### src/rtl/interdevice_rx_assembler.sv
// interdevice_rx_assembler
//   Frames the byte stream from the inter-device UART receiver into fixed-length
//   packets. Each packet starts on a sync byte and must arrive without an
//   inter-byte gap of TIMEOUT_CYCLES or more. A completed packet is held under a
//   valid/ready handshake until the controller accepts it.
//
//   Optional feature macro: RX_ASSEMBLER_CHECKSUM_EN
//     defined   - last byte must equal the XOR of all preceding bytes; a mismatch
//                 discards the packet and pulses err_checksum.
//     undefined - last byte passes through unchecked; err_checksum is tied to 0.
//
// Ports
//   clk           clock, all logic on posedge
//   rst           asynchronous, active-high reset
//   rx_byte       byte from the UART receiver
//   rx_valid      1-cycle strobe qualifying rx_byte
//   pkt_data      assembled packet, byte i at [8i+7:8i]
//   pkt_valid     pkt_data holds a complete packet
//   pkt_ready     controller accepts pkt_data this cycle
//   busy          high while collecting or holding a packet
//   err_sync      pulse: non-sync byte dropped while idle
//   err_timeout   pulse: partial packet discarded after an inter-byte gap
//   err_overrun   pulse: byte dropped while holding a packet
//   err_checksum  pulse: check byte mismatch
module interdevice_rx_assembler #(
   parameter int unsigned PACKET_BYTES   = 8,
   parameter logic [7:0]  SYNC_BYTE      = 8'hA5,
   parameter int unsigned TIMEOUT_CYCLES = 1024
) (
   input  logic                      clk,
   input  logic                      rst,
   input  logic [7:0]                rx_byte,
   input  logic                      rx_valid,
   output logic [8*PACKET_BYTES-1:0] pkt_data,
   output logic                      pkt_valid,
   input  logic                      pkt_ready,
   output logic                      busy,
   output logic                      err_sync,
   output logic                      err_timeout,
   output logic                      err_overrun,
   output logic                      err_checksum
);

   localparam int unsigned IdxW = $clog2(PACKET_BYTES);
   localparam int unsigned GapW = $clog2(TIMEOUT_CYCLES + 1);
   localparam logic [IdxW-1:0] LastIdx = IdxW'(PACKET_BYTES - 1);
   localparam logic [GapW-1:0] GapMax  = GapW'(TIMEOUT_CYCLES);
   localparam logic [GapW-1:0] GapLast = GapW'(TIMEOUT_CYCLES - 1);

   typedef enum logic [1:0] {
      StIdle,
      StCollect,
      StHold
   } state_e;

   state_e                    state_q, state_d;
   logic [IdxW-1:0]           idx_q, idx_d;
   logic [GapW-1:0]           gap_q, gap_d;
   logic [8*PACKET_BYTES-1:0] data_q, data_d;
   logic                      err_sync_q, err_sync_d;
   logic                      err_timeout_q, err_timeout_d;
   logic                      err_overrun_q, err_overrun_d;
   logic                      csum_bad;
   logic                      last_byte;

   // Last byte of the packet arriving this cycle.
   assign last_byte = (state_q == StCollect) && rx_valid && (idx_q == LastIdx);

`ifdef RX_ASSEMBLER_CHECKSUM_EN
   logic [7:0] csum_calc;
   logic       err_csum_q;

   // Bytes 0..N-2 are already in data_q when the check byte arrives.
   always_comb begin
      csum_calc = '0;
      for (int i = 0; i < PACKET_BYTES - 1; i++) begin
         csum_calc = csum_calc ^ data_q[8*i +: 8];
      end
   end

   assign csum_bad = (rx_byte != csum_calc);

   always_ff @(posedge clk or posedge rst) begin
      if (rst) begin
         err_csum_q <= 1'b0;
      end else begin
         err_csum_q <= last_byte && csum_bad;
      end
   end

   assign err_checksum = err_csum_q;
`else
   assign csum_bad     = 1'b0;
   assign err_checksum = 1'b0;
`endif

   always_comb begin
      state_d       = state_q;
      idx_d         = idx_q;
      gap_d         = gap_q;
      data_d        = data_q;
      err_sync_d    = 1'b0;
      err_timeout_d = 1'b0;
      err_overrun_d = 1'b0;

      unique case (state_q)
         StIdle: begin
            if (rx_valid) begin
               if (rx_byte == SYNC_BYTE) begin
                  data_d       = '0;
                  data_d[7:0]  = rx_byte;
                  idx_d        = IdxW'(1);
                  gap_d        = '0;
                  state_d      = StCollect;
               end else begin
                  err_sync_d = 1'b1;
               end
            end
         end

         StCollect: begin
            if (rx_valid) begin
               data_d[{idx_q, 3'b000} +: 8] = rx_byte;
               gap_d = '0;
               if (last_byte) begin
                  idx_d   = '0;
                  state_d = csum_bad ? StIdle : StHold;
               end else begin
                  idx_d = idx_q + 1'b1;
               end
            end else if (gap_q == GapLast) begin
               // This empty cycle completes the allowed gap: drop the partial packet.
               err_timeout_d = 1'b1;
               idx_d         = '0;
               gap_d         = '0;
               state_d       = StIdle;
            end else if (gap_q != GapMax) begin
               gap_d = gap_q + 1'b1;
            end
         end

         StHold: begin
            if (pkt_ready) begin
               state_d = StIdle;
               idx_d   = '0;
               // A byte arriving with the handshake is treated as if already idle.
               if (rx_valid) begin
                  if (rx_byte == SYNC_BYTE) begin
                     data_d      = '0;
                     data_d[7:0] = rx_byte;
                     idx_d       = IdxW'(1);
                     gap_d       = '0;
                     state_d     = StCollect;
                  end else begin
                     err_sync_d = 1'b1;
                  end
               end
            end else if (rx_valid) begin
               err_overrun_d = 1'b1;
            end
         end

         default: begin
            state_d = StIdle;
            idx_d   = '0;
            gap_d   = '0;
         end
      endcase
   end

   always_ff @(posedge clk or posedge rst) begin
      if (rst) begin
         state_q       <= StIdle;
         idx_q         <= '0;
         gap_q         <= '0;
         data_q        <= '0;
         err_sync_q    <= 1'b0;
         err_timeout_q <= 1'b0;
         err_overrun_q <= 1'b0;
      end else begin
         state_q       <= state_d;
         idx_q         <= idx_d;
         gap_q         <= gap_d;
         data_q        <= data_d;
         err_sync_q    <= err_sync_d;
         err_timeout_q <= err_timeout_d;
         err_overrun_q <= err_overrun_d;
      end
   end

   assign pkt_data    = data_q;
   assign pkt_valid   = (state_q == StHold);
   assign busy        = (state_q != StIdle);
   assign err_sync    = err_sync_q;
   assign err_timeout = err_timeout_q;
   assign err_overrun = err_overrun_q;

endmodule

### config.mk
export PLATFORM = sky130hd
export DESIGN_NAME = interdevice_rx_assembler
export DESIGN_NICKNAME = d
export VERILOG_FILES = /design/src/rtl/interdevice_rx_assembler.sv
export SDC_FILE = /design/constraint.sdc
export NUM_CORES = 1
export LEC_CHECK = 0
export ABC_AREA = 0
export CAP_MARGIN = 10
export CORE_ASPECT_RATIO = 1.4
export CORE_UTILIZATION = 45
export CTS_BUF_LIST = sky130_fd_sc_hd__clkbuf_16
export DETAILED_ROUTE_END_ITERATION = 10
export PLACE_DENSITY = 0.75
export SKIP_LAST_GASP = 1
export SYNTH_ARGS = -nofsm -noshare
export SYNTH_HDL_FRONTEND = slang
export SYNTH_SLANG_ARGS = --single-unit
### constraint.sdc
create_clock -name clk -period 8 [get_ports clk]
set_input_delay 1.2 -clock clk [delete_from_list [all_inputs] [get_ports clk]]
set_output_delay 1.2 -clock clk [all_outputs]
set_load 0.05 [all_outputs]
==> flow_metrics.py <==
metrics = {
    "global_routing": {
        "grt_first_pass_wirelength_microns": 15400,
        "grt_pass1_vias": 2997,
        "grt-ovfl-total": 0,
        "antenna_found_initial": 0,
        "grt_max_degree": 84,
        "gr-usage-all-layers_pct": 23.5,
    },
    "finish": {
        "n_fill_cell": 674,
        "area_delta_synth_final_pct": 31.2,
        "seq_area_sq_um": 2080,
        "nNetsFinal": 411,
        "multi_input_area_sq_um": 1520,
        "num_antenna_cells": 0,
        "final_util_pct": 60.7,
        "drive_gt1_share_pct": 9.09,
    },
    "floorplanning": {
        "die_h_microns": 110,
        "core-area_sq_um": 8100,
        "die_w_microns": 79.1,
        "start_util_pct": 46.3,
        "die_area_sq_um": 8700,
        "rows": 39,
        "io-pin-count": 82,
    },
    "critical_path": {
        "r2r_slack_ps": 4970,
        "worstPathRequired_ps": 6800,
        "arrival_ps": 1970,
        "path_class": "register to primary output",
        "worst_setup_path_start_kind": "register",
        "end_kind": "primary output",
        "cp_max_fo": 11,
    },
    "route": {
        "drt_first_pass_iters": 4,
        "post_drt_via_cell_ratio": 5.97,
        "drtIter0Drc": 254,
        "ant_nets": 0,
        "drt-total-wl_microns": 9600,
        "drc_errors": 0,
        "wire_per_inst_microns": 19.3,
        "vias": 2975,
    },
    "timing": {
        "slew_violations": 0,
        "setup_ws_ps": 4830,
        "finClkSkew_ps": 6.13,
        "finalHoldViolations": 0,
        "max_freq_mhz": 315,
        "tightest_slew_ps": 1050,
        "report.final.setup_viol": 0,
        "max_slew_margin_pct": 30.3,
        "min_period_ps": 3170,
        "tns_ps": 0,
        "fin_crit_sh_pct": 39.6,
        "rsz0062_at_grt": "no",
    },
    "pwr": {
        "p_per_area_nw_per_um2": 440,
        "leakagePower_nw": 2.08,
        "vdd_drop_max_mv": 0.233,
    },
    "place": {
        "place.gp.congestion": 0.870,
        "port-buffer-count": 80,
        "dp_hpwl_microns": 6520,
        "post-place-ws_ps": 4520,
    },
    "clock_tree": {
        "cts.sinks": 83,
        "cts_tree": "done",
        "root_buffer": "clkbuf_16",
        "clk_path_buf_depth": 2,
        "hold_buffers": 0,
        "cts_made_buffers": 9,
        "postCtsSetupBuffers": 0,
        "clkLatencyLatePin_ps": 330,
        "htree_levels": 3,
        "cts.reportedPaths.clkPinSlew_ps": 60,
        "cts_resized": 0,
    },
    "logic_synthesis": {
        "synth_area_per_cell_sq_um": 11.8,
        "ys_ff_latch": 83,
        "syn_inst": 317,
        "syn_area_sq_um": 3750,
        "syn_nets": 336,
        "synth_top_cell_by_area": "dfrtp_1",
        "yosys_warnings": 0,
        "yosysUniqueCellTypes": 57,
        "yosysSeqAreaShare_pct": 55.4,
        "yosysTopAreaCellShare_pct": 55.4,
        "yosys_most_used_dff": "dfrtp_1",
        "ys_top_cells_by_area": "dfrtp_1 55%, a32o_1 8.8%, o2bb2ai_1 3.7%",
        "synthArstFlopShare_pct": 100,
        "synth-edff-count": 0,
    },
    "worst_hold_path": {
        "hp-class": "register to register",
    },
    "run": {
        "max_cap_viol_count": 0,
    },
    "status": {
        "status": "complete, no violations",
    },
}
area by class of cell:
class | count | share of cell area [%]
sequential | 83 | 42.2
multi-input combinational | 200 | 31.0
timing repair buffer | 82 | 16.6
clock buffer | 9 | 4.58
tap | 102 | 2.59
clock inverter | 6 | 1.83
inverter | 16 | 1.25
critical path: stages, from the launching register on:
cell and delay (ps):
dfrtp_1 560, inv_1 130, nor2_1 130, clkdlybuf4s50_1 820
cells by family after synthesis:
group	synth area share [%]
AO/OA/AOI/OAI	20.4
adder cells (fa/ha/maj)	2.34
AND/OR/NAND/NOR	14.0
flip-flops	55.4
buffers and inverters	4.04
XOR/XNOR	0.467
multiplexers	3.27
other	0.100
power by group:
group	leakage [nW]	switching (mW)	internal [mW]
clock network	0.157	0.168	0.273
registers	1.10	0.100	0.551
logic	0.831	0.707	0.367
registers in the layout, indices dropped and copies added, names as in the netlist:
| name | flops |
|---|---|
| err_timeout | 1 |
| gap_q | 11 |
| state_q | 2 |
| pkt_data | 64 |
| idx_q | 3 |
| err_sync | 1 |
| err_overrun | 1 |
metrics by stage:
step | hold WS, ps | area (sq um) | power, mW | instances
after floorplan | 488 | 3750 | 1.38 | 317
final | 488 | 4920 | 2.17 | 498
after detailed placement | 475 | 4600 | 1.73 | 483
after global routing | 504 | 4920 | 2.27 | 498
after global placement | 472 | 4600 | 1.71 | 483
after CTS | 493 | 4920 | 2.18 | 498
cell usage after synthesis, drive strengths merged, types with 6 or more instances:
cell	instances
inv	16
nor4	7
buf	9
nand2b	6
o22ai	8
nor2	10
nand3	8
o2bb2ai	16
mux2	10
a32o	33
clkbuf	9
nand2	20
dfrtp	83
ha	7
o21ai	15
worst paths after layout:
path	from	to	cells after the start
worst max-delay path	state_q[1]$_DFFE_PP0P_	pkt_valid	3
worst min-delay path	pkt_data[13]$_DFFE_PP0P_	pkt_data[13]$_DFFE_PP0P_	1
worst max register to register	idx_q[0]$_DFFE_PP0P_	pkt_data[2]$_DFFE_PP0P_	7
worst min register to register	pkt_data[13]$_DFFE_PP0P_	pkt_data[13]$_DFFE_PP0P_	1
max in group asynchronous	rst	pkt_data[42]$_DFFE_PP0P_	3
min in group asynchronous	rst	pkt_data[26]$_DFFE_PP0P_	3
placed cells by master, fill, tap and decap left out, types with 3 or more instances in the layout:
cell,instances
nand2_1,20
o2bb2ai_1,16
clkbuf_16,9
mux2_1,3
mux2_2,7
o21ai_1,7
dfrtp_1,83
a31oi_1,4
nor2b_1,3
or2_2,4
a22o_1,3
nand3b_1,4
nor2_1,10
ha_1,7
nor4_1,5
o22ai_1,8
o21ai_0,8
nand2b_1,6
a32o_1,33
clkdlybuf4s50_1,80
inv_1,16
o21a_1,3
nand4_1,3
nand3_1,8
routing by layer:
layer | routed length, microns | vias to the layer above | track usage (%) | share of wire (%)
li1 | - | 1367 | - | -
met1 | 3730 | 1506 | 28.1 | 39
met2 | 5330 | 86 | 41.9 | 55
met3 | 374 | 16 | 3.87 | 3.9
met4 | 170 | 0 | 9.61 | 1.8
met5 | 0 | - | 0 | 0
Power figures use the tool's default switching activity.
